===== src/rtl/keccak_pkg.sv =====
// Shared definitions for the multi-rate keccak input padder:
// padder FSM states, domain/terminal pad bytes and the mode -> rate map.
package keccak_pkg;

  typedef enum logic [1:0] {
    ACCUM,
    PAD,
    FULL
  } state_e;

  localparam logic [7:0] PAD_KECCAK = 8'h01;
  localparam logic [7:0] PAD_SHA3   = 8'h06;
  localparam logic [7:0] PAD_END    = 8'h80;

  // Rate in bits for each mode code.
  function automatic int unsigned rate_bits(input logic [1:0] mode);
    case (mode)
      2'b00:   return 1152;
      2'b01:   return 1088;
      2'b10:   return 832;
      default: return 576;
    endcase
  endfunction

endpackage


===== src/rtl/keccak_pad_word.sv =====
// Combinational padding of the last message word.
// Ports:
//   word_i     : message word, first byte at MSBs
//   byte_num_i : number of valid MSB-aligned bytes in word_i
//   pad_byte_i : domain pad byte placed right after the valid bytes
//   final_i    : word is the last of the block; OR 0x80 into the LSB byte
//   word_o     : padded word
module keccak_pad_word
  import keccak_pkg::*;
#(
  parameter int IN_W = 32,
  parameter int BN_W = $clog2(IN_W / 8)
) (
  input  logic [IN_W-1:0] word_i,
  input  logic [BN_W-1:0] byte_num_i,
  input  logic [7:0]      pad_byte_i,
  input  logic            final_i,
  output logic [IN_W-1:0] word_o
);

  localparam int unsigned NB = IN_W / 8;

  always_comb begin
    word_o = '0;
    for (int unsigned b = 0; b < NB; b++) begin
      if (b < 32'(byte_num_i)) begin
        word_o[IN_W-1-8*b -: 8] = word_i[IN_W-1-8*b -: 8];
      end else if (b == 32'(byte_num_i)) begin
        word_o[IN_W-1-8*b -: 8] = pad_byte_i;
      end
    end
    // Domain byte and terminal bit may share the LSB byte (0x81 / 0x86).
    if (final_i) begin
      word_o[7:0] = word_o[7:0] | PAD_END;
    end
  end

endmodule


===== src/rtl/keccak_padder_multi.sv =====
// Multi-rate keccak input padder. Packs IN_W-bit words into a rate-sized
// block, applies Keccak/SHA3 domain padding plus the final 0x80 bit and
// hands each block over through out_ready/f_ack.
// Ports:
//   clk, reset_n        : clock, asynchronous active-low reset
//   mode                : rate select 00:1152 01:1088 10:832 11:576
//   domain              : 0 Keccak pad byte 0x01, 1 SHA3 pad byte 0x06
//   in, in_ready        : message word (first byte at MSBs) and its valid
//   is_last, byte_num   : last word of message, valid bytes in it
//   buffer_full         : input not accepted this cycle
//   out, out_ready      : block (word k at out[MAX_RATE-1-k*IN_W -: IN_W])
//   out_last            : block ends the message
//   f_ack               : consumer took the block
module keccak_padder_multi
  import keccak_pkg::*;
#(
  parameter int IN_W     = 32,
  parameter int MAX_RATE = 1152,
  parameter int BN_W     = $clog2(IN_W / 8)
) (
  input  logic                clk,
  input  logic                reset_n,
  input  logic [1:0]          mode,
  input  logic                domain,
  input  logic [IN_W-1:0]     in,
  input  logic                in_ready,
  input  logic                is_last,
  input  logic [BN_W-1:0]     byte_num,
  output logic                buffer_full,
  output logic [MAX_RATE-1:0] out,
  output logic                out_ready,
  output logic                out_last,
  input  logic                f_ack
);

  localparam int unsigned NW    = MAX_RATE / IN_W;
  localparam int unsigned CNT_W = $clog2(NW + 1);

  state_e              state_q;
  logic [CNT_W-1:0]    cnt_q;
  logic [MAX_RATE-1:0] out_q;
  logic                buffer_full_q;
  logic                out_ready_q;
  logic                out_last_q;
  logic                new_msg_q;
  logic [1:0]          mode_q;
  logic                domain_q;

  logic                starting;
  logic [1:0]          cur_mode;
  logic                cur_domain;
  logic [CNT_W-1:0]    r_words;
  logic                at_last;
  logic [7:0]          pad_byte;
  logic [IN_W-1:0]     padded;

  // On the first word of a message the live mode/domain apply; afterwards
  // the latched copies are used so mid-message changes have no effect.
  always_comb begin
    starting   = (state_q == ACCUM) && new_msg_q;
    cur_mode   = starting ? mode : mode_q;
    cur_domain = starting ? domain : domain_q;
    r_words    = CNT_W'(rate_bits(cur_mode) / 32'(IN_W));
    at_last    = (cnt_q == r_words - 1'b1);
    pad_byte   = cur_domain ? PAD_SHA3 : PAD_KECCAK;
  end

  keccak_pad_word #(
    .IN_W (IN_W),
    .BN_W (BN_W)
  ) u_pad_word (
    .word_i     (in),
    .byte_num_i (byte_num),
    .pad_byte_i (pad_byte),
    .final_i    (at_last),
    .word_o     (padded)
  );

  always_ff @(posedge clk or negedge reset_n) begin
    if (!reset_n) begin
      state_q       <= ACCUM;
      cnt_q         <= '0;
      out_q         <= '0;
      buffer_full_q <= 1'b0;
      out_ready_q   <= 1'b0;
      out_last_q    <= 1'b0;
      new_msg_q     <= 1'b1;
      mode_q        <= '0;
      domain_q      <= 1'b0;
    end else begin
      case (state_q)
        ACCUM: begin
          if (in_ready && !buffer_full_q) begin
            if (new_msg_q) begin
              mode_q   <= mode;
              domain_q <= domain;
            end
            new_msg_q <= is_last;
            if (is_last) begin
              out_q[MAX_RATE-1-int'(cnt_q)*IN_W -: IN_W] <= padded;
              buffer_full_q <= 1'b1;
              if (at_last) begin
                state_q     <= FULL;
                out_ready_q <= 1'b1;
                out_last_q  <= 1'b1;
              end else begin
                cnt_q   <= cnt_q + 1'b1;
                state_q <= PAD;
              end
            end else begin
              out_q[MAX_RATE-1-int'(cnt_q)*IN_W -: IN_W] <= in;
              cnt_q <= cnt_q + 1'b1;
              if (at_last) begin
                state_q       <= FULL;
                buffer_full_q <= 1'b1;
                out_ready_q   <= 1'b1;
                out_last_q    <= 1'b0;
              end
            end
          end
        end
        PAD: begin
          out_q[MAX_RATE-1-int'(cnt_q)*IN_W -: IN_W] <=
            at_last ? IN_W'(PAD_END) : '0;
          if (at_last) begin
            state_q     <= FULL;
            out_ready_q <= 1'b1;
            out_last_q  <= 1'b1;
          end else begin
            cnt_q <= cnt_q + 1'b1;
          end
        end
        FULL: begin
          if (f_ack) begin
            out_q         <= '0;
            cnt_q         <= '0;
            out_ready_q   <= 1'b0;
            out_last_q    <= 1'b0;
            buffer_full_q <= 1'b0;
            state_q       <= ACCUM;
          end
        end
        default: state_q <= ACCUM;
      endcase
    end
  end

  assign buffer_full = buffer_full_q;
  assign out         = out_q;
  assign out_ready   = out_ready_q;
  assign out_last    = out_last_q;

endmodule


===== config.mk =====
export PLATFORM = sky130hd
export DESIGN_NAME = keccak_padder_multi
export DESIGN_NICKNAME = d
export VERILOG_FILES = /design/src/rtl/keccak_pkg.sv /design/src/rtl/keccak_pad_word.sv /design/src/rtl/keccak_padder_multi.sv
export SDC_FILE = /design/constraint.sdc
export NUM_CORES = 2
export LEC_CHECK = 0
export CAP_MARGIN = 25
export CORE_AREA = 2 2 465 467
export DETAILED_ROUTE_END_ITERATION = 8
export DIE_AREA = 0 0 467 469
export GPL_TIMING_DRIVEN = 0
export HOLD_SLACK_MARGIN = 0.15
export SYNTH_ARGS = -nofsm -noshare
export SYNTH_HDL_FRONTEND = slang
export SYNTH_SLANG_ARGS = --single-unit

===== constraint.sdc =====
create_clock -name clk -period 2.75 [get_ports clk]
set_input_delay 0.275 -clock clk [delete_from_list [all_inputs] [get_ports clk]]
set_output_delay 0.275 -clock clk [all_outputs]
set_load 0.02 [all_outputs]

==> impl_metrics.json <==
{
  "crit_path_frequent_cell": "sky130_fd_sc_hd__clkbuf_2",
  "setup_viol_count_final": 1076,
  "hold_class": "in -> async",
  "max_slew.worst_pin.slew_ns": 1.155,
  "synth-async-reset-ratio": 1.000,
  "postSynthAreaPerCell_um2": 11.29,
  "cp-start-kind": "input pin",
  "report.final.hold_viol_count": 116,
  "finalWorstPathRequiredPeriod_ns": 3.121,
  "synth_area_leader_cell": "sky130_fd_sc_hd__dfrtp_1",
  "worstSetupPathType": "in -> reg",
  "synth-warning-count": 0,
  "avgViaCountPerCell": 5.502,
  "postSynthCellCount": 4177,
  "cts_tree": "yes",
  "io_pins": 1197,
  "finalNetCount": 6082,
  "fin_ws_ns": -0.3708,
  "floorplan.core_area_mm2": 0.2138,
  "die_height_um": 469,
  "worstSkewPairLatency_ns": 0.86,
  "status": "finished with violations",
  "number_of_global_route_vias_before_repair": 47359,
  "overall_die_area_mm2": 0.2190,
  "worst_case_vdd_ir_drop_mv": 0.8531,
  "powerDensity_mw_per_mm2": 981.1,
  "timing.critical_path.depth": 7,
  "clockBufferDepth": 3,
  "synth_seq_area_share": 0.6193,
  "critPathRequiredTime_ns": 3.49,
  "drtPass1Iterations": 6,
  "crit_buf_inv": 4,
  "post_route_cells_drive_above_1_share": 0.2780,
  "fmax_ghz": 0.3204,
  "h-tree-depth": 4,
  "vias": 49592,
  "clk_pin_slew_ns": 0.06,
  "place.gp.congestion": 1.012,
  "flow.area_growth_from_synthesis_pct": 72.80,
  "synth-edff-count": 0,
  "mostFrequentLayoutCells": "sky130_fd_sc_hd__clkdlybuf4s50_1 (1187), sky130_fd_sc_hd__dfrtp_1 (1163), sky130_fd_sc_hd__nand2_1 (505)",
  "pin_count_of_the_biggest_net_entering_global_routing": 170,
  "synth.cell_area_mm2": 0.04715,
  "final_antenna_net_count": 0,
  "postSynthNetCount": 4226,
  "netlist.area_leader.share": 0.6188,
  "setup.worst_path.end_class": "flip-flop",
  "postSynthRegisterBits": 1167,
  "grt_setup_unrepaired": "true",
  "wire_per_inst_um": 43.15,
  "worst-path-max-fanout": 10,
  "route.detailed.drc": 0,
  "yosys.cell_types.count": 88,
  "clock_tree.root_cell": "sky130_fd_sc_hd__clkbuf_16",
  "placement_rows": 170,
  "drt_first_iter_violations": 5307,
  "postLayoutCoreUtil": 0.3812,
  "arrival_ns": 3.86,
  "grt_antenna_before_repair": 50,
  "wl_um": 388900,
  "fp.dieW_um": 467,
  "initial_utilization": 0.2206,
  "timing_max_transition_violations_final": 0,
  "max-slew-margin-rel": 0.2301,
  "cpPeakStageDelay_ns": 0.90,
  "cts_buffers": 139,
  "critPathSlowestCell": "sky130_fd_sc_hd__clkbuf_1",
  "max_cap_violations": 0,
  "synth_flop_cell": "sky130_fd_sc_hd__dfrtp_1",
  "violations": "hold timing, setup timing",
  "wire_length_of_the_first_global_routing_pass_um": 488900,
  "clock-skew-final_ns": 0.04889,
  "power.total_mw": 79.94,
  "global_route.usage.total": 0.3403,
  "io_buffers": 1188,
  "grt.overflow.total": 0,
  "clkSinkCount": 1167,
  "crit_path_cell_trace": "clkdlybuf4s50_1 -> clkbuf_2 -> clkbuf_2 -> nor2b_1 -> clkbuf_1 -> a21oi_1 -> o21ai_0",
  "setup-tns-final_ns": -157.72,
  "cp_delay_by_family_top": "buffers and inverters",
  "mostFrequentLayoutCell": "sky130_fd_sc_hd__clkdlybuf4s50_1",
  "hold_ws_ns": -0.6698,
  "leakage_power_nw": 33.64,
  "layout_worst_path_cycle_share": 1.135,
  "hpwlAfterDp_um": 294900,
  "synth.area.top_cells": "sky130_fd_sc_hd__dfrtp_1 (62%), sky130_fd_sc_hd__o2bb2ai_1 (7.3%), sky130_fd_sc_hd__o21ai_0 (5.4%)",
  "cells_on_worst_reg2reg_path": 11
}
## per-layer routing
metal  vias up  share of wire  GRT usage  routed length, µm
li1      19273              -          -                  -
met1     25781           0.38     0.4047             145900
met2      3507           0.44     0.5243             171900
met3      1025           0.10     0.1108              38740
met4         6          0.083     0.2278              32350
met5         -       0.000087          0                 34
## logic make-up after synthesis
group | Yosys count | share of synthesized area
AO/OA/AOI/OAI | 1592 | 0.2436
flip-flops | 1167 | 0.6193
AND/OR/NAND/NOR | 1026 | 0.09680
buffers and inverters | 359 | 0.03293
multiplexers | 23 | 0.004962
adder cells (fa/ha/maj) | 7 | 0.001857
XOR/XNOR | 3 | 0.0005573
## path summary, 6_finish.rpt
check / from / slack [ns] / to
max: is_last / -0.37 / flip-flop
min: reset_n / -0.67 / asynchronous set/reset pin
max reg2reg: cnt_q[2]$_DFFE_PN0P_ / -0.36 / flip-flop
min reg2reg: flip-flop / 0.48 / flip-flop
max in group asynchronous: reset_n / 0.67 / asynchronous set/reset pin
min in group clk: in[6] / 0.17 / flip-flop
## cell usage after synthesis (6+ instances only)
master,n
sky130_fd_sc_hd__nand4_1,16
sky130_fd_sc_hd__o211ai_1,11
sky130_fd_sc_hd__buf_4,9
sky130_fd_sc_hd__a22oi_1,92
sky130_fd_sc_hd__o21a_1,8
sky130_fd_sc_hd__nand2b_1,6
sky130_fd_sc_hd__nand2_1,611
sky130_fd_sc_hd__a21oi_1,77
sky130_fd_sc_hd__nand3_1,81
sky130_fd_sc_hd__o31ai_1,18
sky130_fd_sc_hd__a22o_1,257
sky130_fd_sc_hd__buf_1,20
sky130_fd_sc_hd__buf_2,101
sky130_fd_sc_hd__nor2b_1,13
sky130_fd_sc_hd__a31oi_1,48
sky130_fd_sc_hd__and2_1,17
sky130_fd_sc_hd__nor3_2,11
sky130_fd_sc_hd__nor3_1,47
sky130_fd_sc_hd__o2bb2ai_1,394
sky130_fd_sc_hd__o21ai_0,505
sky130_fd_sc_hd__inv_1,14
sky130_fd_sc_hd__a32o_1,52
sky130_fd_sc_hd__o21ai_1,36
sky130_fd_sc_hd__nor2_2,8
sky130_fd_sc_hd__clkbuf_1,207
sky130_fd_sc_hd__a21o_1,15
sky130_fd_sc_hd__nor4_1,7
sky130_fd_sc_hd__mux2i_1,20
sky130_fd_sc_hd__nor2_1,139
sky130_fd_sc_hd__a32oi_1,26
sky130_fd_sc_hd__or3_1,9
sky130_fd_sc_hd__buf_6,6
sky130_fd_sc_hd__a211oi_2,6
sky130_fd_sc_hd__o21ai_2,10
sky130_fd_sc_hd__ha_1,7
sky130_fd_sc_hd__dfrtp_1,1166
sky130_fd_sc_hd__and3_1,22
## final cells by class
class | count | area, µm²
inverter | 16 | 63.81
buffer | 325 | 3651
fill | 20712 | 132300
clock buffer | 188 | 3973
multi-input combinational | 2653 | 20920
timing repair buffer | 1731 | 19060
sequential | 1167 | 29210
clock inverter | 63 | 972.2
tap | 2838 | 3551
antenna | 32 | 80.08
## stage by stage
step	cells	hold WS, ns	setup slack, ns	area, µm²
final	9013	-0.6698	-0.3708	81480
after global routing	8995	-0.6160	-0.3474	81440
after CTS	8885	-0.6464	-0.4377	78550
after detailed placement	8298	0.2749	-2.361	64150
after global placement	8203	0.4602	-53.28	62620
after floorplan	4177	-0.02059	-0.02047	47180
## report_power, final
| part | internal (mW) | switching (mW) | leakage, nW |
|---|---|---|---|
| clock network | 11.7 | 8.63 | 2.39 |
| logic | 14.2 | 26.5 | 15.0 |
| registers | 18.1 | 0.763 | 16.2 |
| total | 44.1 | 35.8 | 33.6 |
## timing repair
item                                    in CTS  in global routing
pin swaps                                  147                123
setup buffers                              298                 86
hold buffers                                 7                  7
cloned                                      43                 18
hold endpoints to repair                   418                285
endpoints found under the setup margin    1331               1325
gates resized for setup                   1372                502
Note: power is estimated with default switching activity, not from simulation.
